[src/rtl/vga_pkg.sv]
// Shared definitions for the VGA test-pattern generator: mode encodings,
// colour-bar palette and bouncing-box geometry.
package vga_pkg;

  typedef enum logic [1:0] {
    MODE_BARS     = 2'b00,
    MODE_CHECKER  = 2'b01,
    MODE_GRADIENT = 2'b10,
    MODE_BOX      = 2'b11
  } mode_e;

  localparam logic [11:0] BAR_WHITE   = 12'hFFF;
  localparam logic [11:0] BAR_YELLOW  = 12'hFF0;
  localparam logic [11:0] BAR_CYAN    = 12'h0FF;
  localparam logic [11:0] BAR_GREEN   = 12'h0F0;
  localparam logic [11:0] BAR_MAGENTA = 12'hF0F;
  localparam logic [11:0] BAR_RED     = 12'hF00;
  localparam logic [11:0] BAR_BLUE    = 12'h00F;
  localparam logic [11:0] BAR_BLACK   = 12'h000;

  localparam int BOX_SIZE = 32;

  function automatic logic [11:0] bar_colour(input logic [2:0] idx);
    logic [11:0] c;
    case (idx)
      3'd0:    c = BAR_WHITE;
      3'd1:    c = BAR_YELLOW;
      3'd2:    c = BAR_CYAN;
      3'd3:    c = BAR_GREEN;
      3'd4:    c = BAR_MAGENTA;
      3'd5:    c = BAR_RED;
      3'd6:    c = BAR_BLUE;
      default: c = BAR_BLACK;
    endcase
    return c;
  endfunction

endpackage

[src/rtl/vga_box_mover.sv]
// Bouncing-box position tracker: moves each axis by step per frame tick,
// reversing at the edges and clamping when the visible area shrinks.
module vga_box_mover
  import vga_pkg::*;
(
  input  logic        clk,
  input  logic        rst_n,
  input  logic        tick,
  input  logic [3:0]  step,
  input  logic [10:0] h_visible,
  input  logic [10:0] v_visible,
  output logic [10:0] box_x,
  output logic [10:0] box_y
);

  logic [1:0][10:0] pos_all;

  // Axis 0 is horizontal, axis 1 vertical; both share identical bounce rules.
  for (genvar gi = 0; gi < 2; gi++) begin : g_axis
    logic [10:0] vis;
    logic [10:0] lim;
    logic [10:0] pos_reg;
    logic [10:0] pos_next;
    logic        dir_dec_reg;
    logic        dir_dec_next;

    assign vis = (gi == 0) ? h_visible : v_visible;
    // Upper limit leaves room for the whole box; never below the minimum of 1.
    assign lim = (vis >= 11'(BOX_SIZE + 2)) ? vis - 11'(BOX_SIZE + 1) : 11'd1;

    always_comb begin
      pos_next     = pos_reg;
      dir_dec_next = dir_dec_reg;
      if (pos_reg > lim) begin
        pos_next = lim;
      end else if (!dir_dec_reg) begin
        if ({1'b0, pos_reg} + {8'd0, step} > {1'b0, lim}) begin
          pos_next     = lim;
          dir_dec_next = 1'b1;
        end else begin
          pos_next = pos_reg + {7'd0, step};
        end
      end else begin
        if ({1'b0, pos_reg} < 12'd1 + {8'd0, step}) begin
          pos_next     = 11'd1;
          dir_dec_next = 1'b0;
        end else begin
          pos_next = pos_reg - {7'd0, step};
        end
      end
    end

    always_ff @(posedge clk or negedge rst_n) begin
      if (!rst_n) begin
        pos_reg     <= 11'd1;
        dir_dec_reg <= 1'b0;
      end else if (tick) begin
        pos_reg     <= pos_next;
        dir_dec_reg <= dir_dec_next;
      end
    end

    assign pos_all[gi] = pos_reg;
  end

  assign box_x = pos_all[0];
  assign box_y = pos_all[1];

endmodule

[src/rtl/vga_pattern_gen.sv]
// VGA test-pattern generator: detects frame start, latches mode/step per
// frame and produces a registered pixel colour one cycle after the counters.
module vga_pattern_gen
  import vga_pkg::*;
(
  input  logic        clk,
  input  logic        rst_n,
  input  logic [10:0] h_cnt,
  input  logic [10:0] v_cnt,
  input  logic [10:0] h_back_porch,
  input  logic [10:0] h_visible,
  input  logic [10:0] v_back_porch,
  input  logic [10:0] v_visible,
  input  logic [1:0]  mode_sel,
  input  logic [3:0]  step,
  output logic [3:0]  pix_r,
  output logic [3:0]  pix_g,
  output logic [3:0]  pix_b,
  output logic        frame_tick
);

  logic [10:0] x;
  logic [10:0] y;
  logic [11:0] h_end;
  logic [11:0] v_end;
  logic        active;
  logic        in_box;
  logic [10:0] box_x;
  logic [10:0] box_y;
  logic [11:0] colour;

  mode_e       active_mode_reg;
  logic [3:0]  active_step_reg;
  logic [7:0]  frame_cnt;
  logic        frame_tick_reg;
  logic [11:0] pix_reg;

  assign x     = h_cnt - h_back_porch;
  assign y     = v_cnt - v_back_porch;
  assign h_end = {1'b0, h_back_porch} + {1'b0, h_visible};
  assign v_end = {1'b0, v_back_porch} + {1'b0, v_visible};

  assign active = (h_cnt > h_back_porch) && ({1'b0, h_cnt} < h_end) &&
                  (v_cnt > v_back_porch) && ({1'b0, v_cnt} < v_end);

  assign in_box = (x >= box_x) && ({1'b0, x} < {1'b0, box_x} + 12'(BOX_SIZE)) &&
                  (y >= box_y) && ({1'b0, y} < {1'b0, box_y} + 12'(BOX_SIZE));

  always_comb begin
    colour = BAR_BLACK;
    if (active) begin
      case (active_mode_reg)
        MODE_BARS:     colour = bar_colour(x[9:7]);
        MODE_CHECKER:  colour = (x[5] ^ y[5]) ? BAR_WHITE : BAR_BLACK;
        MODE_GRADIENT: colour = {x[9:6], y[9:6], frame_cnt[3:0]};
        MODE_BOX:      colour = in_box ? BAR_RED : BAR_BLUE;
        default:       colour = BAR_BLACK;
      endcase
    end
  end

  // Mode/step are sampled only on the tick so a frame never mixes patterns.
  always_ff @(posedge clk or negedge rst_n) begin
    if (!rst_n) begin
      pix_reg         <= 12'h000;
      frame_tick_reg  <= 1'b0;
      frame_cnt       <= 8'd0;
      active_mode_reg <= MODE_BARS;
      active_step_reg <= 4'd0;
    end else begin
      pix_reg        <= colour;
      frame_tick_reg <= (h_cnt == 11'd0) && (v_cnt == 11'd0);
      if (frame_tick_reg) begin
        frame_cnt       <= frame_cnt + 8'd1;
        active_mode_reg <= mode_e'(mode_sel);
        active_step_reg <= step;
      end
    end
  end

  // The mover sees the step latched on the previous tick.
  vga_box_mover u_box (
    .clk       (clk),
    .rst_n     (rst_n),
    .tick      (frame_tick_reg),
    .step      (active_step_reg),
    .h_visible (h_visible),
    .v_visible (v_visible),
    .box_x     (box_x),
    .box_y     (box_y)
  );

  assign pix_r      = pix_reg[11:8];
  assign pix_g      = pix_reg[7:4];
  assign pix_b      = pix_reg[3:0];
  assign frame_tick = frame_tick_reg;

endmodule

[config.mk]
export PLATFORM = sky130hd
export DESIGN_NAME = vga_pattern_gen
export DESIGN_NICKNAME = d
export VERILOG_FILES = /design/src/rtl/vga_pkg.sv /design/src/rtl/vga_box_mover.sv /design/src/rtl/vga_pattern_gen.sv
export SDC_FILE = /design/constraint.sdc
export NUM_CORES = 1
export LEC_CHECK = 0
export CAP_MARGIN = 20
export CELL_PAD_IN_SITES_DETAIL_PLACEMENT = 1
export CELL_PAD_IN_SITES_GLOBAL_PLACEMENT = 1
export CORE_ASPECT_RATIO = 1.25
export CORE_MARGIN = 1.5
export CORE_UTILIZATION = 40
export DETAILED_ROUTE_END_ITERATION = 16
export HOLD_SLACK_MARGIN = 0.03
export PLACE_DENSITY_LB_ADDON = 0.1
export SYNTH_ARGS = -nofsm -noshare
export SYNTH_HDL_FRONTEND = slang
export SYNTH_HIERARCHICAL = 1
export SYNTH_SLANG_ARGS = --single-unit
[constraint.sdc]
create_clock -name clk -period 7.89 [get_ports clk]
set_input_delay 1.9725 -clock clk [delete_from_list [all_inputs] [get_ports clk]]
set_output_delay 1.9725 -clock clk [all_outputs]
set_load 0.03 [all_outputs]
* Word-level counts from Yosys, hierarchy flattened
Cells that the tools add are included.
** Storage, ports and cells
- Register bits :: 51
- Bits in latches :: 0
- RAM bits :: 0
- ROM bits :: 0
- Bits of input ports :: 74
- Output and inout bits :: 13
- Memories :: 0
** Operators by class
- $add $sub $neg :: 16
- $mul :: 0
- Div/mod/pow operators :: 0
- Order comparisons :: 16
- Equality and inequality tests :: 9
- Shift-type cells :: 0
- Muxes and demuxes :: 21
- Bitwise logic cells :: 3
- Reductions and logical operators :: 13
** Operators by type and width (number)
- 11-bit 2-to-1 mux :: 10
- 12-bit one-hot mux with 7 select lines :: 1
- 11-bit by 12-bit < comparator with 1-bit output :: 6
- 12-bit one-hot mux with 4 select lines :: 1
- 11-bit > comparator :: 4
- 12-bit 2-to-1 mux :: 3
- 11-bit by 11-bit adder with 12-bit output :: 2
- 11-bit by 4-bit adder with 12-bit output :: 2
- 11-bit by 6-bit adder with 12-bit output, second input constant :: 2
- 12-bit by 11-bit > comparator with 1-bit output :: 2
- 11-bit by 4-bit adder with 11-bit output :: 2
- 11-bit >= comparator :: 2
- 11-bit by 6-bit >= comparator with 1-bit output, second input constant :: 2
- 11-bit zero test :: 2
- 11-bit subtractor :: 2
- 11-bit by 4-bit subtractor with 11-bit output :: 2
- 11-bit by 6-bit subtractor with 11-bit output, second input constant :: 2
- 3-bit == test, second input constant :: 3
- 8-bit by 1-bit adder with 8-bit output, second input constant :: 1
- 1-bit logical AND :: 7
- 3-bit by 2-bit == test with 1-bit output, second input constant :: 2
- 1-bit 2-to-1 mux :: 6
- 1-bit by 4-bit adder with 5-bit output, first input constant :: 1
- 2-bit == test, second input constant :: 2
- 7 further kinds :: 9

* Logic depth before layout (Yosys ltp)
Gate-level depths: netlist (run 1).
- Depth in word-level cells :: 8
- Gate-level depth with buffers :: 18
- Depth with buffers taken out :: 18

* Modules after synthesis
Netlist (run 1), hierarchy kept.
** Modules (own cells, without submodules)
- vga_pattern_gen :: times used 1, cells each 553, area an instance 4413.0 µm², sequential area each 575.6 µm²
- vga_box_mover :: times used 1, cells each 545, area an instance 4330.4 µm², sequential area each 603.1 µm²

* Least setup slack after synthesis (run 1)
OpenSTA, ideal clock, no wires.
- Kind :: input to register
- Start :: in v_back_porch[3]
- End :: reg pix_reg[10]
- Arrival time :: 5.260 ns
- Data required time :: 7.786 ns
- Slack :: 2.526 ns
- Stages :: 15
- Buffers on the path :: 0
- Path through :: inv_1 ha_1 a21o_1 or2_2 o221a_2 o211a_1 or3_1 and2_1 ha_1 nand4_1 nor3b_1 a221oi_1 o211ai_1 a2111o_1 a221oi_1
** On the way
- Word-level cells in the longest chain between the ends :: 7
- Elaborated cells on any way between the ends :: 15
** Ends and longest elaborated chain
- start, declared :: line vga_pattern_gen.sv:12 : input logic [10:0] v_back_porch,
- 11-bit subtractor :: line vga_pattern_gen.sv:39 : assign y = v_cnt - v_back_porch;
- 11-bit >= comparator :: line vga_pattern_gen.sv:47 : (y >= box_y) && ({1'b0, y} < {1'b0, box_y} + 12'(BOX_SIZE));
- 1-bit logical AND :: line vga_pattern_gen.sv:46 : assign in_box = (x >= box_x) && ({1'b0, x} < {1'b0, box_x} + 12'(BOX_SIZE)) &&
- 1-bit logical AND :: line vga_pattern_gen.sv:47
- 12-bit 2-to-1 mux :: line vga_pattern_gen.sv:56 : MODE_BOX: colour = in_box ? BAR_RED : BAR_BLUE;
- 12-bit one-hot mux with 4 select lines :: line vga_pattern_gen.sv:52 : case (active_mode_reg)
- 12-bit 2-to-1 mux (*) :: line vga_pattern_gen.sv:51 : if (active) begin
- via colour[10] :: line vga_pattern_gen.sv:30 : logic [11:0] colour;
- end signal, assigned :: line vga_pattern_gen.sv:71 : pix_reg <= colour;
- end, declared :: line vga_pattern_gen.sv:36 : logic [11:0] pix_reg;
The timed path passes the listed nets; every way through them passes the cells marked *.
A chain may end at the register's enable or synchronous reset.

* Worst setup path after layout (run 1)
- Start :: in v_visible[0]
- End :: reg pix_reg[3]
** On the way
- Word-level cells in the longest chain between the ends :: 4
** Ends and longest elaborated chain
- start, declared :: line vga_pattern_gen.sv:13 : input logic [10:0] v_visible,
- 11-bit by 11-bit adder with 12-bit output :: line vga_pattern_gen.sv:41 : assign v_end = {1'b0, v_back_porch} + {1'b0, v_visible};
- 11-bit by 12-bit < comparator with 1-bit output :: line vga_pattern_gen.sv:44 : (v_cnt > v_back_porch) && ({1'b0, v_cnt} < v_end);
- 1-bit logical AND :: line vga_pattern_gen.sv:44
- 12-bit 2-to-1 mux :: line vga_pattern_gen.sv:51
- via colour[3] :: line vga_pattern_gen.sv:30
The timed path passes the listed nets, and every way through them passes these cells.

==> results of run 1 <==
[layout make-up]
cell class / instances / area, sq um / area share, %
Clock buffer: 5 / 125.1 / 1.250
Timing Repair Buffer: 93 / 908.4 / 9.076
Clock inverter: 3 / 20.02 / 0.2000
Multi-Input combinational cell: 914 / 7033 / 70.27
Sequential cell: 47 / 1179 / 11.78
Inverter: 105 / 394.1 / 3.938
Tap cell: 279 / 349.1 / 3.488
[layer usage]
layer / global-route usage, % / vias up / wire [um]
met5: 0 / - / 0
met4: 7.106 / 0 / 590
met3: 1.807 / 28 / 633
met2: 46.63 / 111 / 14490
met1: 29.64 / 4080 / 12140
li1: - / 4201 / -
[critical path: stages]
cell,delay (ns)
clkdlybuf4s50_1,0.53
ha_1,0.28
fa_1,0.41
a21o_1,0.18
a21oi_1,0.24
o21bai_1,0.10
a21oi_1,0.22
o21ai_0,0.21
or4_1,0.42
and3_1,0.18
ha_1,0.27
o21a_1,0.10
o21ai_0,0.17
a31oi_1,0.07
a22oi_1,0.32
nand2_1,0.32
o32ai_1,0.36
[stage by stage]
step                instances  setup slack [ns]  total power [mW]  hold WS [ns]
floorplan                1098             2.526            0.5887        0.4455
global placement         1438             1.497            0.7460        0.4654
detailed placement       1438             1.421            0.7585        0.4886
CTS                      1446             1.716            0.9902        0.4975
global route             1446             1.399             1.058        0.5254
finish                   1446             1.730            0.9793        0.4997
[path summary, 6_finish.rpt]
kind / cells past startpoint / startpoint / to / slack (ns)
min: 1 / frame_cnt[3] / frame_cnt[3] / 0.50
min reg2reg: 1 / frame_cnt[3] / frame_cnt[3] / 0.50
max: 17 / v_visible[0] / pix_reg[3] / 1.73
min in group asynchronous: 2 / rst_n / frame_cnt[1] / 1.81
max reg2reg: 15 / active_step_reg[1] / u_box/box_y[5] / 3.03
max in group asynchronous: 2 / rst_n / u_box/box_y[8] / 5.61
[power by group through the flow]
| stage | clock (mW) | combinational, mW | sequential, mW |
|---|---|---|---|
| CTS | 0.233 | 0.506 | 0.251 |
| floorplan | 0 | 0.330 | 0.259 |
| global route | 0.239 | 0.567 | 0.252 |
| finish | 0.227 | 0.501 | 0.251 |
| global placement | 0 | 0.490 | 0.256 |
| detailed placement | 0 | 0.503 | 0.256 |
[logic make-up (layout without fill, tap and decap cells)]
| kind of cell | Yosys count | after routing |
|---|---|---|
| xor+xnor | 81 | 81 |
| flops | 47 | 47 |
| fa+ha+maj | 186 | 186 |
| compound gates | 308 | 308 |
| simple gates | 333 | 333 |
| buf+inv | 137 | 206 |
| mux | 6 | 6 |
[cell usage after synthesis (all sizes together), types with 10 or more instances]
| cell | count |
|---|---|
| nor4 | 11 |
| nand3 | 38 |
| a21o | 18 |
| nand2 | 54 |
| inv | 105 |
| a211oi | 10 |
| buf | 11 |
| nor2 | 85 |
| xnor2 | 52 |
| clkbuf | 21 |
| nand2b | 15 |
| ha | 177 |
| a221oi | 15 |
| nand4 | 23 |
| xor2 | 29 |
| nor2b | 22 |
| dfrtp | 45 |
| and2 | 14 |
| o32ai | 12 |
| a21oi | 86 |
| nor3 | 29 |
| o21ai | 46 |
| o211ai | 17 |
| a31oi | 12 |
==> results.py, run 1 <==
metrics = {
    "logic_synthesis": {
        "synth_area_sq_mm": 0.008743,
        "synthFlopType": "dfrtp_1",
        "synthMuxAreaShare_pct": 0.7441,
        "synth_adder_area_share_pct": 27.29,
        "synth-xor-area-share_pct": 8.114,
        "synth_top_cell_by_area": "ha_1",
        "ys_ff_latch": 47,
        "synthDistinctLibCells": 82,
        "synth.avg_cell_area_sq_um": 7.963,
        "synth_top_family_by_area": "adder cells",
        "synth-edff-count": 0,
        "syn_inst": 1098,
        "ys_seq_area_share_pct": 13.48,
        "synth_area_leaders": "ha_1, dfrtp_1, xnor2_1",
        "yosys_warnings": 6,
        "syn_nets": 1357,
        "synth_top_area_share_pct": 25.33,
        "synthArstFlopShare_pct": 100.0,
        "synth_compound_gate_area_share_pct": 24.67,
        "synth-simple-area-share_pct": 19.62,
    },
    "timing": {
        "max_freq_ghz": 0.1623,
        "fin_crit_sh_pct": 78.07,
        "min_period_ns": 6.160,
        "slew_viol_final": 0,
        "slew_headroom_pct": 31.16,
        "fin_skew_ns": 0.01162,
        "hold_viol": 0,
        "tns_ns": 0,
        "tightestPinTransition_ns": 1.026,
        "rsz0062_at_grt": "false",
        "finalSetupViolCount": 0,
    },
    "run": {
        "drv_cap": 0,
    },
    "finish": {
        "fin_util_pct": 46.61,
        "final_cell_mix": "ha_1, inv_1, nor2_1, a21oi_1, clkdlybuf4s50_1",
        "drive_above_1_share_pct": 3.428,
        "final_common_cell": "ha_1",
        "final_cell_area_sq_mm": 0.01001,
        "num_antenna_cells": 0,
        "fill_cells": 2640,
        "synthToLayoutAreaGrowth_pct": 14.47,
        "nets": 1425,
        "largest_reg_flops": 12,
    },
    "pwr": {
        "powerDensity_mw_per_mm2": 97.85,
        "p_seq_share_pct": 25.6,
        "peakVddDrop_mv": 0.08202,
        "leakagePower_nw": 4.422,
        "pwr-share-clk_pct": 23.2,
        "switching_share_pct": 40.39,
        "p_int_mw": 0.5837,
        "power_frac_comb_pct": 51.1,
        "p_sw_mw": 0.3955,
    },
    "floorplanning": {
        "start_util_pct": 40.72,
        "row_count": 60,
        "core-area_sq_mm": 0.02147,
        "io_pins": 87,
        "die_h_um": 168.3,
        "dieArea_sq_mm": 0.02276,
        "die_x_um": 135.2,
    },
    "clock_tree": {
        "cts_tree": "built",
        "post_cts_resize_count": 0,
        "clkLatencyLatePin_ns": 0.31,
        "post_cts_buffers": 0,
        "h-tree-depth": 2,
        "ctsHoldBuffers": 0,
        "clockRootBuffer": "clkbuf_16",
        "clockBufferDepth": 2,
        "path_clk_slew_ns": 0.07,
        "cts_buffers": 5,
        "clock_sinks": 47,
    },
    "routing": {
        "vias": 8420,
        "route.final.wire_length_um": 27850,
        "drc": 0,
        "viasPerCell": 5.823,
        "routedWlPerCell_um": 19.26,
        "first_iter_violations": 511,
        "dr.pass1.iters": 4,
        "postRouteAntennaNets": 0,
    },
    "global_routing": {
        "grt_max_degree": 48,
        "grt_usage_pct": 24.75,
        "grt_pass1_vias": 8829,
        "grt_pass1_wl_um": 44910,
        "grt_overflow_total": 0,
        "antenna_found_initial": 0,
    },
    "worst_setup_path": {
        "cp.arrival_ns": 6.36,
        "cp_data_required_time_ns": 8.09,
        "crit_type": "primary input to flop",
        "end_kind": "flop",
        "crit_fanout": 12,
        "cp-start-kind": "primary input",
    },
    "outcome": {
        "outcome": "finished clean",
    },
    "min_path": {
        "hp-class": "flop to flop",
    },
    "placement": {
        "place_congestion": 0.8172,
        "place_hpwl_um": 23050,
        "io_buffers": 86,
        "placed_area_sq_mm": 0.009863,
    },
}
No activity file was read; power rests on OpenSTA's default activity.
==> run 2: changes to the inputs <==
clock period = 5.2 ns   (was 7.89 ns; I/O delays follow)
==> results.py, run 2 (synthesis results as in run 1) <==
metrics = {
    "global_routing": {
        "grt_max_degree": 48,
        "grt_overflow_total": 0,
        "grt_pass1_wl_um": 47750,
        "grt_usage_pct": 26.38,
        "antenna_found_initial": 0,
        "grt_pass1_vias": 9344,
    },
    "pwr": {
        "pwr-share-clk_pct": 24.2,
        "p_int_mw": 1.004,
        "power.total_mw": 1.638,
        "p_sw_mw": 0.6338,
        "switching_share_pct": 38.70,
        "leakagePower_nw": 4.876,
        "power_frac_comb_pct": 52.5,
        "powerDensity_mw_per_mm2": 152.0,
        "p_seq_share_pct": 23.3,
        "peakVddDrop_mv": 0.1468,
    },
    "timing": {
        "min_period_ns": 5.062,
        "fin_skew_ns": 0.02177,
        "hold-worst-slack_ns": 0.4758,
        "fin_crit_sh_pct": 97.35,
        "finalSetupViolCount": 0,
        "slew_viol_final": 0,
        "max_freq_ghz": 0.1975,
        "hold_viol": 0,
        "slew_headroom_pct": 47.23,
        "tightestPinTransition_ns": 0.7907,
    },
    "floorplanning": {
        "row_count": 60,
        "core-area_sq_mm": 0.02147,
        "die_h_um": 168.3,
        "start_util_pct": 40.72,
        "die_x_um": 135.2,
        "io_pins": 87,
        "dieArea_sq_mm": 0.02276,
    },
    "worst_setup_path": {
        "crit_type": "primary input to flop",
        "crit_path_end": "pix_reg[10]",
        "cp-start-kind": "primary input",
        "r2r-start": "active_step_reg[2]",
        "reg2reg_depth": 15,
        "crit_fanout": 4,
        "rr_endpoint": "u_box/box_y[5]",
        "cp-startpoint": "h_cnt[0]",
        "cp_data_required_time_ns": 5.40,
        "end_kind": "flop",
        "r2r_slack_ns": 0.65,
        "cp.arrival_ns": 5.26,
    },
    "clock_tree": {
        "clockRootBuffer": "clkbuf_16",
        "cts_tree": "built",
        "cts_buffers": 5,
        "h-tree-depth": 2,
        "clockBufferDepth": 2,
        "path_clk_slew_ns": 0.07,
        "clkLatencyLatePin_ns": 0.31,
        "clock_sinks": 47,
        "ctsHoldBuffers": 0,
    },
    "min_path": {
        "hp-class": "flop to flop",
        "min-delay-start": "frame_cnt[3]",
    },
    "routing": {
        "drc": 0,
        "route.final.wire_length_um": 29220,
        "postRouteAntennaNets": 0,
        "dr.pass1.iters": 5,
        "viasPerCell": 5.784,
        "vias": 8838,
        "first_iter_violations": 383,
        "routedWlPerCell_um": 19.13,
    },
    "finish": {
        "largest_reg_flops": 12,
        "fill_cells": 2684,
        "final_common_cell": "ha_1",
        "nets": 1507,
        "final_cell_mix": "ha_1, inv_1, buf_4",
        "num_antenna_cells": 0,
        "synthToLayoutAreaGrowth_pct": 23.24,
        "drive_above_1_share_pct": 11.45,
    },
    "outcome": {
        "outcome": "finished clean",
    },
    "placement": {
        "place_hpwl_um": 24420,
        "io_buffers": 86,
        "place_congestion": 0.8882,
    },
    "run": {
        "drv_cap": 0,
    },
}
==> run 2: changes by cell type in the layout (fill, tap and decap cells not counted), sizes merged <==
cell / previous run / this run
clkinv: 1 / 0
bufinv: 0 / 1
clkdlybuf4s50: 85 / 83
inv: 105 / 106
clkinvlp: 2 / 1
buf: 8 / 90
dlymetal6s2s: 0 / 2
==> run 2: power by group through the flow <==
stage                     clock [mW]  combinational, mW  sequential, mW
final                          0.397              0.860           0.381
after global routing           0.417              0.965           0.382
after CTS                      0.405              0.842           0.381
after detailed placement           0              0.834           0.388
after global placement             0              0.807           0.388
after floorplan                    0              0.500           0.393
==> run 2: cell type report <==
cell class | count | area, sq um | share of cell area, %
tap | 279 | 349.1 | 3.240
timing repair buffer | 175 | 1529 | 14.19
inverter | 105 | 394.1 | 3.658
clock buffer | 5 | 125.1 | 1.161
clock inverter | 3 | 46.29 | 0.4296
multi-input combinational | 914 | 7153 | 66.38
sequential | 47 | 1179 | 10.94
==> run 2: timing repair <==
action,4_1_cts,5_1_grt
pin swaps,0,11
setup buffers,0,1
setup endpoints to repair,4,22
gates resized for setup,2,28
==> run 2: worst max-delay path, cell delays in order <==
cell	delay (ns)
clkdlybuf4s50_1	0.52
inv_1	0.06
ha_1	0.22
fa_1	0.38
nor2b_1	0.13
o21ai_1	0.08
a21oi_1	0.23
nor2_1	0.08
xnor2_1	0.24
ha_1	0.31
a21oi_2	0.15
nor2b_1	0.06
o31ai_1	0.22
o211ai_1	0.13
maj3_2	0.33
a2111o_1	0.53
a221oi_2	0.29
==> run 2: worst min-delay path by stage <==
stage                     cells after the start           end  slack [ns]
after floorplan                               1  frame_cnt[3]        0.45
after global placement                        1  frame_cnt[3]        0.46
final                                         1  frame_cnt[3]        0.48
after detailed placement                      1  frame_cnt[3]        0.47
after global routing                          1  frame_cnt[3]        0.52
after CTS                                     1  frame_cnt[3]        0.48
==> run 2: routing by layer <==
metal	up-vias	share of wire, %	wire length [um]	GRT usage [%]
met5	-	0	0	0
met3	49	3.0	868	2.138
met2	174	53	15450	49.65
met4	0	3.2	929	9.210
li1	4360	-	-	-
met1	4255	41	11980	30.85
==> run 2: metrics by stage <==
step	setup WS [ns]	util, %	std cells	cell area, sq um	TNS (ns)
2_1_floorplan	0.5087	-	1098	8743	0
3_3_place_gp	-0.1629	48.77	1519	10470	-0.9741
5_1_grt	-0.02144	50.19	1528	10780	-0.02144
6_report	0.1378	50.19	1528	10780	0
3_5_place_dp	-0.3932	48.77	1519	10470	-3.423
4_1_cts	0.006988	49.60	1527	10650	0
==> run 3: changes to the inputs <==
==> constraint.sdc (replaced) <==
create_clock -name clk -period 5.2 [get_ports clk]
set_input_delay 1.56 -clock clk [delete_from_list [all_inputs] [get_ports clk]]
set_output_delay 1.56 -clock clk [all_outputs]
set_load 0.03 [all_outputs]
==> results.py, run 3 (synthesis results as in run 1) <==
metrics = {
    "worst_setup_path": {
        "crit_fanout": 8,
        "end_kind": "flop",
        "r2r_slack_ns": 0.63,
        "cp_data_required_time_ns": 5.39,
        "cp-start-kind": "primary input",
        "cp.arrival_ns": 5.28,
        "crit_type": "primary input to flop",
    },
    "global_routing": {
        "grt_max_degree": 30,
        "antenna_found_initial": 0,
        "grt_overflow_total": 0,
        "grt_usage_pct": 27.37,
        "grt_pass1_vias": 10030,
        "grt_pass1_wl_um": 49870,
    },
    "timing": {
        "tns_ns": 0,
        "hold_viol": 0,
        "finalSetupViolCount": 0,
        "fin_skew_ns": 0.005341,
        "hold-worst-slack_ns": 0.4938,
        "max_freq_ghz": 0.1963,
        "slew_viol_final": 0,
        "fin_crit_sh_pct": 97.98,
        "tightestPinTransition_ns": 0.8084,
        "slew_headroom_pct": 46.04,
        "min_period_ns": 5.095,
    },
    "run": {
        "drv_cap": 0,
    },
    "floorplanning": {
        "die_x_um": 135.2,
        "start_util_pct": 40.72,
        "core-area_sq_mm": 0.02147,
        "dieArea_sq_mm": 0.02276,
        "die_h_um": 168.3,
        "io_pins": 87,
        "row_count": 60,
    },
    "routing": {
        "first_iter_violations": 351,
        "dr.pass1.iters": 4,
        "drc": 0,
        "viasPerCell": 5.770,
        "route.final.wire_length_um": 31110,
        "vias": 9237,
        "postRouteAntennaNets": 0,
        "routedWlPerCell_um": 19.43,
    },
    "pwr": {
        "leakagePower_nw": 5.314,
        "peakVddDrop_mv": 0.1154,
        "powerDensity_mw_per_mm2": 151.8,
    },
    "finish": {
        "final_common_cell": "ha_1",
        "synthToLayoutAreaGrowth_pct": 32.07,
        "nets": 1580,
        "fin_util_pct": 53.78,
        "final_cell_mix": "ha_1, buf_4, inv_1",
        "num_antenna_cells": 0,
        "fill_cells": 2663,
        "largest_reg_flops": 12,
        "drive_above_1_share_pct": 19.06,
    },
    "clock_tree": {
        "cts_tree": "built",
        "clkLatencyLatePin_ns": 0.30,
        "clockRootBuffer": "clkbuf_16",
        "clock_sinks": 47,
        "ctsHoldBuffers": 0,
        "clockBufferDepth": 2,
        "path_clk_slew_ns": 0.07,
        "cts_buffers": 5,
        "h-tree-depth": 2,
    },
    "min_path": {
        "hp-class": "flop to flop",
    },
    "placement": {
        "io_buffers": 86,
        "place_hpwl_um": 25610,
        "place_congestion": 0.8944,
    },
    "outcome": {
        "outcome": "finished clean",
    },
}
## run 3: cell count changes in the layout (fill, tap and decap cells not counted), moves of 4 or more
cell | previous run | this run
a21oi_2 | 5 | 10
dlymetal6s2s_1 | 2 | 8
ha_1 | 176 | 170
ha_4 | 1 | 5
clkdlybuf4s50_1 | 83 | 74
a21oi_1 | 81 | 76
buf_4 | 89 | 160
## run 3: cell type report
class	count	area [sq um]	share of cell area (%)
clock inverter	3	43.79	0.3792
multi-input combinational	914	7361	63.74
clock buffer	5	125.1	1.084
tap	279	349.1	3.023
timing repair buffer	248	2096	18.15
sequential	47	1179	10.21
inverter	105	394.1	3.413
## run 3: power breakdown
part	internal [mW]	total [mW]	switching, mW
registers	0.372	0.381	0.00878
logic	0.477	0.977	0.500
clock network	0.228	0.396	0.168
total	1.08	1.75	0.677
## run 3: path summary, 6_finish.rpt
kind	end	startpoint	cells after the start
min in group asynchronous	frame_cnt[1]	rst_n	1
setup / recovery	pix_reg[1]	h_visible[0]	19
max in group asynchronous	u_box/box_y[0]	rst_n	2
setup reg to reg	u_box/box_y[2]	active_step_reg[1]	17
hold / removal	frame_cnt[3]	frame_cnt[3]	1
hold reg to reg	frame_cnt[3]	frame_cnt[3]	1
## run 3: critical path, cell delays in order
cell,delay [ns]
clkdlybuf4s50_1,0.44
ha_2,0.20
fa_1,0.40
a21o_1,0.19
a21oi_2,0.17
o21bai_1,0.11
a21oi_2,0.19
buf_4,0.13
xor2_1,0.06
ha_1,0.20
a211o_1,0.27
o211ai_1,0.09
a21oi_1,0.09
o311a_1,0.31
a211oi_1,0.21
buf_4,0.16
nand2_2,0.06
buf_6,0.15
o32ai_1,0.32
## run 3: repair_timing
action | 4_1_cts | 5_1_grt
setup buffers | 4 | 1
pin swaps | 20 | 28
resized for setup | 24 | 60
endpoints found under the setup margin | 12 | 30
cloned | 0 | 0
## run 3: through the flow
stage                     std cells  instance area, sq um  setup slack, ns  total power [mW]
after detailed placement       1588                 10990          -0.6227             1.291
after floorplan                1098                  8743           0.2487            0.8932
after global placement         1588                 10990          -0.4371             1.255
after CTS                      1600                 11300        0.0005320             1.719
final                          1601                 11550           0.1052             1.753
after global routing           1601                 11550         -0.02416             1.870
## run 3: metal layers
| layer | wire length [um] | global-route usage [%] |
|---|---|---|
| met1 | 12660 | 30.18 |
| met2 | 17010 | 54.86 |
| met3 | 646 | 1.746 |
| met4 | 790 | 7.901 |
| met5 | 0 | 0 |
